## src/rtl/mux_3to1.sv

```systemverilog
// Registered 3-input word multiplexer: selects A/B/C under S and presents the
// choice on Y one clock later. Reserved code S=3 yields an all-zero word.
module mux_3to1 #(
  parameter int WIDTH = 32
) (
  input  logic             clk,
  input  logic             rst,
  input  logic [WIDTH-1:0] A,
  input  logic [WIDTH-1:0] B,
  input  logic [WIDTH-1:0] C,
  input  logic [1:0]       S,
  output logic [WIDTH-1:0] Y
);

  logic [WIDTH-1:0] sel;

  // Select decode; the default arm covers the reserved code 2'b11.
  always_comb begin
    sel = '0;
    case (S)
      2'b00:   sel = A;
      2'b01:   sel = B;
      2'b10:   sel = C;
      default: sel = '0;
    endcase
  end

  // No enable: the register loads every cycle, reset wins over data.
  always_ff @(posedge clk) begin
    if (rst) begin
      Y <= '0;
    end else begin
      Y <= sel;
    end
  end

endmodule

```

## config.mk

```make
export PLATFORM = sky130hd
export DESIGN_NAME = mux_3to1
export DESIGN_NICKNAME = d
export VERILOG_FILES = /design/src/rtl/mux_3to1.sv
export SDC_FILE = /design/constraint.sdc
export NUM_CORES = 1
export LEC_CHECK = 0
export ABC_AREA = 1
export CORE_MARGIN = 2
export CORE_UTILIZATION = 33
export DETAILED_ROUTE_END_ITERATION = 8
export PLACE_DENSITY = 0.83
export SKIP_CTS_REPAIR_TIMING = 1
export SYNTH_ARGS = -nofsm -noshare
export SYNTH_HDL_FRONTEND = slang
export SYNTH_SLANG_ARGS = --single-unit
```

## constraint.sdc

```tcl
create_clock -name clk -period 1.45 [get_ports clk]
set_clock_uncertainty 0.2 [all_clocks]
set_input_delay 0.29 -clock clk [delete_from_list [all_inputs] [get_ports clk]]
set_output_delay 0.29 -clock clk [all_outputs]
set_load 0.02 [all_outputs]
```

# Yosys cells after proc, flatten, opt, wreduce, memory -nomap -nowiden
# Index checks and enable logic that the tools add are counted.
[classes]
eq_ne = 2
muxes = 1
reduce_logical = 1
[ops]
columns = ["operator", "count"]
rows = [
  ["case mux 32 bit (3 select lines)", 1],
  ["equality test 2 x 1 -> 1 bit (second input constant)", 1],
  ["equality test 2 bit (second input constant)", 1],
  ["zero test 2 bit", 1],
]
[totals]
regBits = 32
input_bits = 100
out_inout_bits = 32

# Depth between registers and ports, before layout
[depth]
ltp_word = 2
mapped_depth = 7
ltp_nobuf = 5

# Least setup slack after synthesis
# No wires, ideal clock.
[synth_path]
path_kind = "in2reg"
start = "in S[1]"
end = "reg Y[11]"
setup_ps = 110
t_arrival_ps = 840
required_ps = 1140
setup_slack_ps = 300
path_stages = 7
n_path_buf = 2
path_cell_list = "buf_4 inv_2 buf_6 nand3_1 nand3_1 nand2_1 inv_1"
[synth_between]
elab_chain_len = 2
[synth_rtl]
columns = ["item", "line_no", "source"]
rows = [
  ["start: declaration", "11", "input logic [1:0] S,"],
  ["equality test 2 bit, or another cell as far along", "20", "case (S)"],
  ["case mux 32 bit (3 select lines) *", "20", ""],
  ["end signal: assignment", "33", "Y <= sel;"],
  ["end: declaration", "12", "output logic [WIDTH-1:0] Y"],
]
# Mark *: on every way between the ends. The rest lies on a longest branch, timed or not.
# A chain may end at the register's enable or synchronous reset.

# Worst setup path after layout
[layout_path]
start = "reg Y[5]"
end = "out Y[5]"
# No word-level cell between the ends.

==> summary.txt <==
Global route
  – Initial antenna violation count: 0
  – Total global routing overflow: 0
  – Largest net degree at the start of global routing: 33
  – First-pass GRT wire length: 8694 um
  – GRT Util Overall: 20.53%
  – Vias in the first global route: 1,988

Routing
  – Via/cell ratio: between 4 and 5
  – Final ANT Viol Nets: 0
  – DRC Markers: 0
  – Router iterations before antenna repair: 4
  – WL final: 6184 um
  – WL per Instance: 13.83 um
  – Vias: around 2.2k
  – DRT iter0 DRCs: 115

Synthesis
  – Synth top area share: 38.79%
  – Syn nets: 348
  – Post-synth top cells: nand3_1, nand2_1, inv_1
  – Mapped Cells: 248
  – Yosys warning count: 0
  – Async set-reset flop share out of synthesis: 0%
  – Post-synth EDFFs: 0
  – Unique masters post-synth: 10
  – Top cells by area, synth: dfxtp_1, nand3_1, nand2_1, inv_1, buf_4
  – Post-synthesis sequential area ratio: 38.79%
  – Post-Syn Area: approximately 0.0017 mm2
  – Seq cells post-synth: 32
  – Top-count cell post-synth: nand3_1
  – Synth area leader: dfxtp_1
  – Top_reg_cell synth: dfxtp_1
  – Avg Synthesized Cell Area: roughly 6.7 um2

Placed design
  – Worst slack, placed: -427.8 ps
  – Final GP Congestion: around 0.85
  – # port buffers: 131
  – Placed cell areas: roughly 0.0030 mm2
  – DP HPWL: 4368 um

STA
  – Worst-Margin Slew: 489.5 ps
  – Total Neg Setup Slack: 0 ps
  – Final WS setup: 115.6 ps
  – Final period utilization: between 90% and 100%
  – RSZ-0062 raised after global routing: no
  – Pins over their slew limit: 0
  – Fmax: 0.7494 GHz
  – Final setup fails: 0
  – Hold Vio Cnt, Final: 0
  – Rel. slew slack: 67.29%
  – Min Tclk post-route: 1334 ps

Setup path
  – CP max FO: 1
  – Slowest cell delay on critical path: 320 ps
  – Crit path buffers/inverters: 1
  – Critical path required time: 960 ps
  – Critical path, cell by cell: dlymetal6s2s_1
  – Arrival @ worst endpoint: 840 ps
  – Crit start category: flip-flop
  – CP endpoint kind: primary output
  – Worst path slowest cell: dfxtp_1
  – WS Path Type: flip-flop to primary output
  – CP top delay family: flip-flops

Pwr
  – Pwr Density: 734.9 mW/mm2
  – Total power: 2.358 mW
  – Maximum VDD drop: 0.0004818 V
  – LEAKAGE: 2.008 nW

CTS
  – CTS root buffer: clkbuf_8
  – Max clock buf depth: 2
  – Clock transition at the registers of the reported paths: about 70 ps
  – CTS tree: built
  – Clock Sink Count: 32
  – H-tree depth: 2
  – CTS Buf Count: 5

Die
  – Initial Util: 34.51%
  – Core area: about 0.0048 mm2
  – Die ar.: 0.005587 mm2
  – Row count: 25
  – Ports: 132
  – Die width: 74.75 um
  – Die H: 74.75 um

Cells and area
  – Top flop regs: Y (32)
  – Fin util: 67.06%
  – Layout net count: 479
  – Layout overhead on the synthesized area: 94.32%
  – Reg with most FFs: Y
  – Max reg flops: 32
  – Final instance area: approximately 0.0032 mm2
  – Antenna cells: 0
  – Layout cells sized above 1: 6.316%

Run
  – Max Cap Viol: 0

Worst hold path
  – WHS Path Cells: 6
  – Worst hold-check path type: input pin to flip-flop
  – Hold EP: Y[15]$_SDFF_PP0_
  – Hold path start: S[1]

Run status
  – Outcome: finished, final reports clean
[stage by stage]
step / hold slack, ps / instances
2_1_floorplan: 275.3 / 248
3_3_place_gp: 727.7 / 437
3_5_place_dp: 738.6 / 437
4_1_cts: 442.5 / 445
5_1_grt: 445.1 / 447
6_report: 434.5 / 447
[where the power goes]
group	switching [mW]	internal [mW]	leakage, nW
Sequential	0.0120	0.935	0.264
Combinational	0.310	0.406	1.69
Clock	0.316	0.378	0.0510
[per-layer routing]
layer | part of all wire [%] | up-vias | GRT usage (%) | wire (um)
met3 | 7.6 | 17 | 6.426 | 473
met4 | 2.5 | 0 | 11.71 | 152
li1 | - | 1051 | - | -
met5 | 0 | - | 0 | 0
met2 | 53 | 107 | 37.07 | 3308
met1 | 36 | 1004 | 20.85 | 2250
[worst max path at each step]
stage / from / depth (start not counted) / to
after floorplan: S[1] / 7 / Y[11]$_SDFF_PP0_
after global placement: S[1] / 7 / Y[8]$_SDFF_PP0_
after detailed placement: S[1] / 7 / Y[19]$_SDFF_PP0_
after CTS: Y[30]$_SDFF_PP0_ / 1 / Y[30]
after global routing: Y[30]$_SDFF_PP0_ / 1 / Y[30]
final: Y[5]$_SDFF_PP0_ / 1 / Y[5]
[cell families (layout without fill, tap and decap cells)]
group / Yosys count / after routing / synth area share, %
simple gates: 161 / 163 / 44.85
buf+inv: 55 / 185 / 16.36
flops: 32 / 32 / 38.79
[layout make-up]
| cell class | count | area [um2] |
|---|---|---|
| fill | 433 | 1577 |
| timing repair buffer | 142 | 1490 |
| multi-input combinational | 163 | 763.2 |
| sequential | 32 | 640.6 |
| inverter | 35 | 138.9 |
| tap | 67 | 83.83 |
| clock buffer | 6 | 82.58 |
| clock inverter | 2 | 10.01 |
[cells in the final DEF, fill, tap and decap left out]
cell	synthesis	routed
nand2_1	64	64
dfxtp_1	32	32
nor2_8	1	1
buf_6	4	3
nand3_1	96	96
inv_1	33	33
inv_6	0	1
inv_4	0	1
clkdlybuf4s50_1	0	97
buf_4	7	8
clkinv_2	0	2
nor2_4	0	2
clkbuf_8	0	6
dlymetal6s2s_1	0	34
Power figures use the tool's default switching activity.
==> patch 1 (same flow settings) <==
Reset style: asynchronous (`rst`), changed in one clocked block.
--- a/src/rtl/mux_3to1.sv
+++ b/src/rtl/mux_3to1.sv
@@ -28,3 +28,3 @@
   // No enable: the register loads every cycle, reset wins over data.
-  always_ff @(posedge clk) begin
+  always_ff @(posedge clk or posedge rst) begin
     if (rst) begin
Function: differs if rst is asserted again (counterexample within 4 cycles, from zero or initial values and one cycle with rst high); with rst held inactive, the same outputs for 10 cycles.
==> patch 1 against the original RTL <==
Sequential cell count stayed put; final area down 2.9%; synthesized area shrank 3.9%; first-iteration DRC count up 38%; cell count down 18%; power up 9.0%; routed wire length fell by 3.7%; setup slack worse by 0.015 ns.
==> patch 1: results (changes against the original RTL) <==
| Metric | Value |
|---|---|
| Outcome | `finished, final reports clean (unchanged)` |
| Place WS | `-0.398 ns (was -0.428 ns)` |
| Mapped Avg Cell Area | `8.77 sq um (was 6.66 sq um)` |
| Worst slew pin tran | `0.460 ns (was 0.489 ns)` |
| Avg WL per Cell | `16.2 um (was 13.8 um)` |
| Post-synthesis net count | `281 (was 348)` |
| Most frequent cells after synthesis | `nand3_1, dfrtp_1, nand2_1 (was nand3_1, nand2_1, inv_1)` |
| Slowest stage delay, CP | `0.37 ns (was 0.32 ns)` |
| Area contributors post-synth | `dfrtp_1, nand3_1, buf_6, nand2_1, buf_2 (was dfxtp_1, nand3_1, nand2_1, inv_1, buf_4)` |
| Worst Hold Class | `in2async (was in2reg)` |
| Post-Layout Cell Count | `368 (was 447)` |
| Hpwl dp | `4.00 mm (was 4.37 mm)` |
| Pre-antenna DRT Iters | `8 (was 4)` |
| Total track usage | `20.3% (was 20.5%)` |
| Root Buffer | `clkbuf_8 (unchanged)` |
| Final #Nets | `413 (was 479)` |
| Fill cells | `397 (was 433)` |
| Slowest CP cell | `dfrtp_1 (was dfxtp_1)` |
| Non-clk buf share | `47.5% (was 46.4%)` |
| Setup ws final | `0.100 ns (was 0.116 ns)` |
| Maximum vdd drop | `0.000454 V (was 0.000482 V)` |
| Initial DRC count | `159 (was 115)` |
| Share of layout cells above drive strength 1 | `6.69% (was 6.32%)` |
| GPL Wtd Cong | `0.821 (was 0.848)` |
| DP Area | `2890 sq um (was 2990 sq um)` |
| Design area | `3120 sq um (was 3210 sq um)` |
| Reg area | `801 sq um (was 641 sq um)` |
| Worst hold slack | `0.154 ns (was 0.435 ns)` |
| First-pass GRT wire length | `8.31 mm (was 8.69 mm)` |
| Placed insts | `358 (was 437)` |
| Multi-In Gates | `131 (was 163)` |
| Final clock-cell share | `3.45% (was 2.88%)` |
| Ys async rst share | `100% (was 0%)` |
| Multi-input logic area | `643 sq um (was 763 sq um)` |
| Synth unique cells | `8 (was 10)` |
| Placeable Area | `4690 sq um (was 4790 sq um)` |
| Via count | `1894 (was 2179)` |
| LEAKAGE | `1.72 nW (was 2.01 nW)` |
| Crit path from | `Y[27]$_DFF_PP0_ (was Y[5]$_SDFF_PP0_)` |
| Clock Pin Slew Worst Setup and Hold Paths | `0.07 ns (about the same)` |
| Synth warn | `0 (unchanged)` |
| Crit path DAT | `0.86 ns (was 0.84 ns)` |
| Non-CTS buffers | `140 (was 142)` |
| Post-synthesis sequential area ratio | `50.5% (was 38.8%)` |
| Main synth FF type | `dfrtp_1 (was dfxtp_1)` |
| CTS Buf Count | `5 (unchanged)` |
==> patch 1: routing by layer <==
| metal | global-route usage, % | up-vias | part of all wire (%) |
|---|---|---|---|
| met1 | 22.4 | 890 | 38 |
| met5 | 0 | - | 0 |
| met4 | 10.5 | 0 | 1.9 |
| li1 | - | 889 | - |
| met3 | 4.94 | 8 | 9.0 |
| met2 | 35.9 | 107 | 51 |
==> patch 1: kinds of logic (layout without fill, tap and decap cells) <==
family	after synthesis	count (layout)	synth area share [%]
AND/OR/NAND/NOR	129	131	39.1
buffers and inverters	20	151	10.4
flip-flops	32	32	50.5
==> patch 1: worst paths after layout <==
check	end	cells past startpoint
min in group clk	Y[22]$_DFF_PP0_	3
setup / recovery	Y[27]	1
max in group asynchronous	Y[10]$_DFF_PP0_	3
hold / removal	Y[30]$_DFF_PP0_	3
==> patch 1: power breakdown <==
group	switching (mW)	internal (mW)	total (mW)
sequential	0.0191	0.970	0.989
clock	0.322	0.509	0.832
combinational	0.329	0.422	0.751
==> patch 2 (config.mk and constraints unchanged) <==
Without the edit above. Change the parameter `WIDTH` from 32 to 48.
--- a/src/rtl/mux_3to1.sv
+++ b/src/rtl/mux_3to1.sv
@@ -3,3 +3,3 @@
 module mux_3to1 #(
-  parameter int WIDTH = 32
+  parameter int WIDTH = 48
 ) (
Interface: changed (resized A, B, C and Y); port bits go from 132 to 196. No check against the original RTL was run, so the function may have changed too.
==> patch 2 against the original RTL <==
Routed wire length grew 49%; power up 37%; final area rose by 46%; setup slack worse by 0.022 ns; synthesized area increased by 46%; sequential power increased by 50%; count of clock-buffer cells in the layout unchanged; combinational power up 49%; sequential cell count is 16 higher; synthesized cell count is 49% higher; highest routed layer unchanged.
==> patch 2: results (changes against the original RTL) <==
| Metric | Value |
|---|---|
| Port bufs | `195 (was 131)` |
| Via count | `3134 (was 2179)` |
| Worst slew pin tran | `0.278 ns (was 0.489 ns)` |
| Largest net degree at the start of global routing | `49 (was 33)` |
| Crit path DAT | `0.87 ns (was 0.84 ns)` |
| Post-Layout Cell Count | `655 (was 447)` |
| Initial DRC count | `141 (was 115)` |
| Biggest registers after layout | `Y (48) (was Y (32))` |
| Sequential Power Share | `43.9% (was 40.2%)` |
| Final min period | `1.36 ns (was 1.33 ns)` |
| Post-synthesis net count | `518 (was 348)` |
| Outcome | `finished, final reports clean (unchanged)` |
| Share of layout cells above drive strength 1 | `4.50% (was 6.32%)` |
| Placed insts | `648 (was 437)` |
| Worst hold slack | `0.274 ns (was 0.435 ns)` |
| Switching part of the total power | `27.4% (was 27.1%)` |
| DP Area | `4500 sq um (was 2990 sq um)` |
| Area contributors post-synth | `dfxtp_1, nand3_1, nand2_1, inv_1, buf_4 (unchanged)` |
| Maximum vdd drop | `0.000382 V (was 0.000482 V)` |
| Clk. pwr | `737 uW (was 694 uW)` |
| Synthesized netlist cell count | `370 (was 248)` |
| Place WS | `-0.00728 ns (was -0.428 ns)` |
| Hpwl dp | `7.01 mm (was 4.37 mm)` |
| P_sw | `886 uW (was 639 uW)` |
| Number of global-route vias before repair | `2908 (was 1988)` |
| Most frequent cells after synthesis | `nand3_1, nand2_1, inv_1 (unchanged)` |
| Avg WL per Cell | `14.0 um (was 13.8 um)` |
| First-pass GRT wire length | `13.2 mm (was 8.69 mm)` |
| Total track usage | `21.3% (was 20.5%)` |
| Fill cells | `633 (was 433)` |
| Post-synthesis sequential area ratio | `40.0% (was 38.8%)` |
| Crit path from | `Y[5]$_SDFF_PP0_ (unchanged)` |
| Synth unique cells | `9 (was 10)` |
| GPL Wtd Cong | `0.780 (was 0.848)` |
-- patch 2: cell families after synthesis --
| logic type | synth area share [%] |
|---|---|
| buf+inv | 14.9 |
| flops | 40.0 |
| simple gates | 45.1 |
-- patch 2: final timing paths --
kind,to,cells after the start
setup / recovery,Y[5],1
hold / removal,Y[2]$_SDFF_PP0_,5
-- patch 2: area by class of cell --
type                    instances  area, sq um  share of cell area [%]
clock buffers                   6         72.6                    1.54
clock inverters                 1         5.00                   0.106
inverters                      51          191                    4.07
multi-input cells             241         1090                    23.2
flip-flops and latches         48          961                    20.4
well taps                      99          124                    2.64
repair buffers                209         2250                    48.0
-- patch 2: per-layer routing --
metal	share of wire, %	track usage (%)	wire length [um]	vias up
met2	53	41.1	4840	147
met5	0	0	0	-
li1	-	-	-	1549
met3	9.3	6.09	858	13
met1	37	22.4	3360	1425
met4	1.5	5.83	141	0
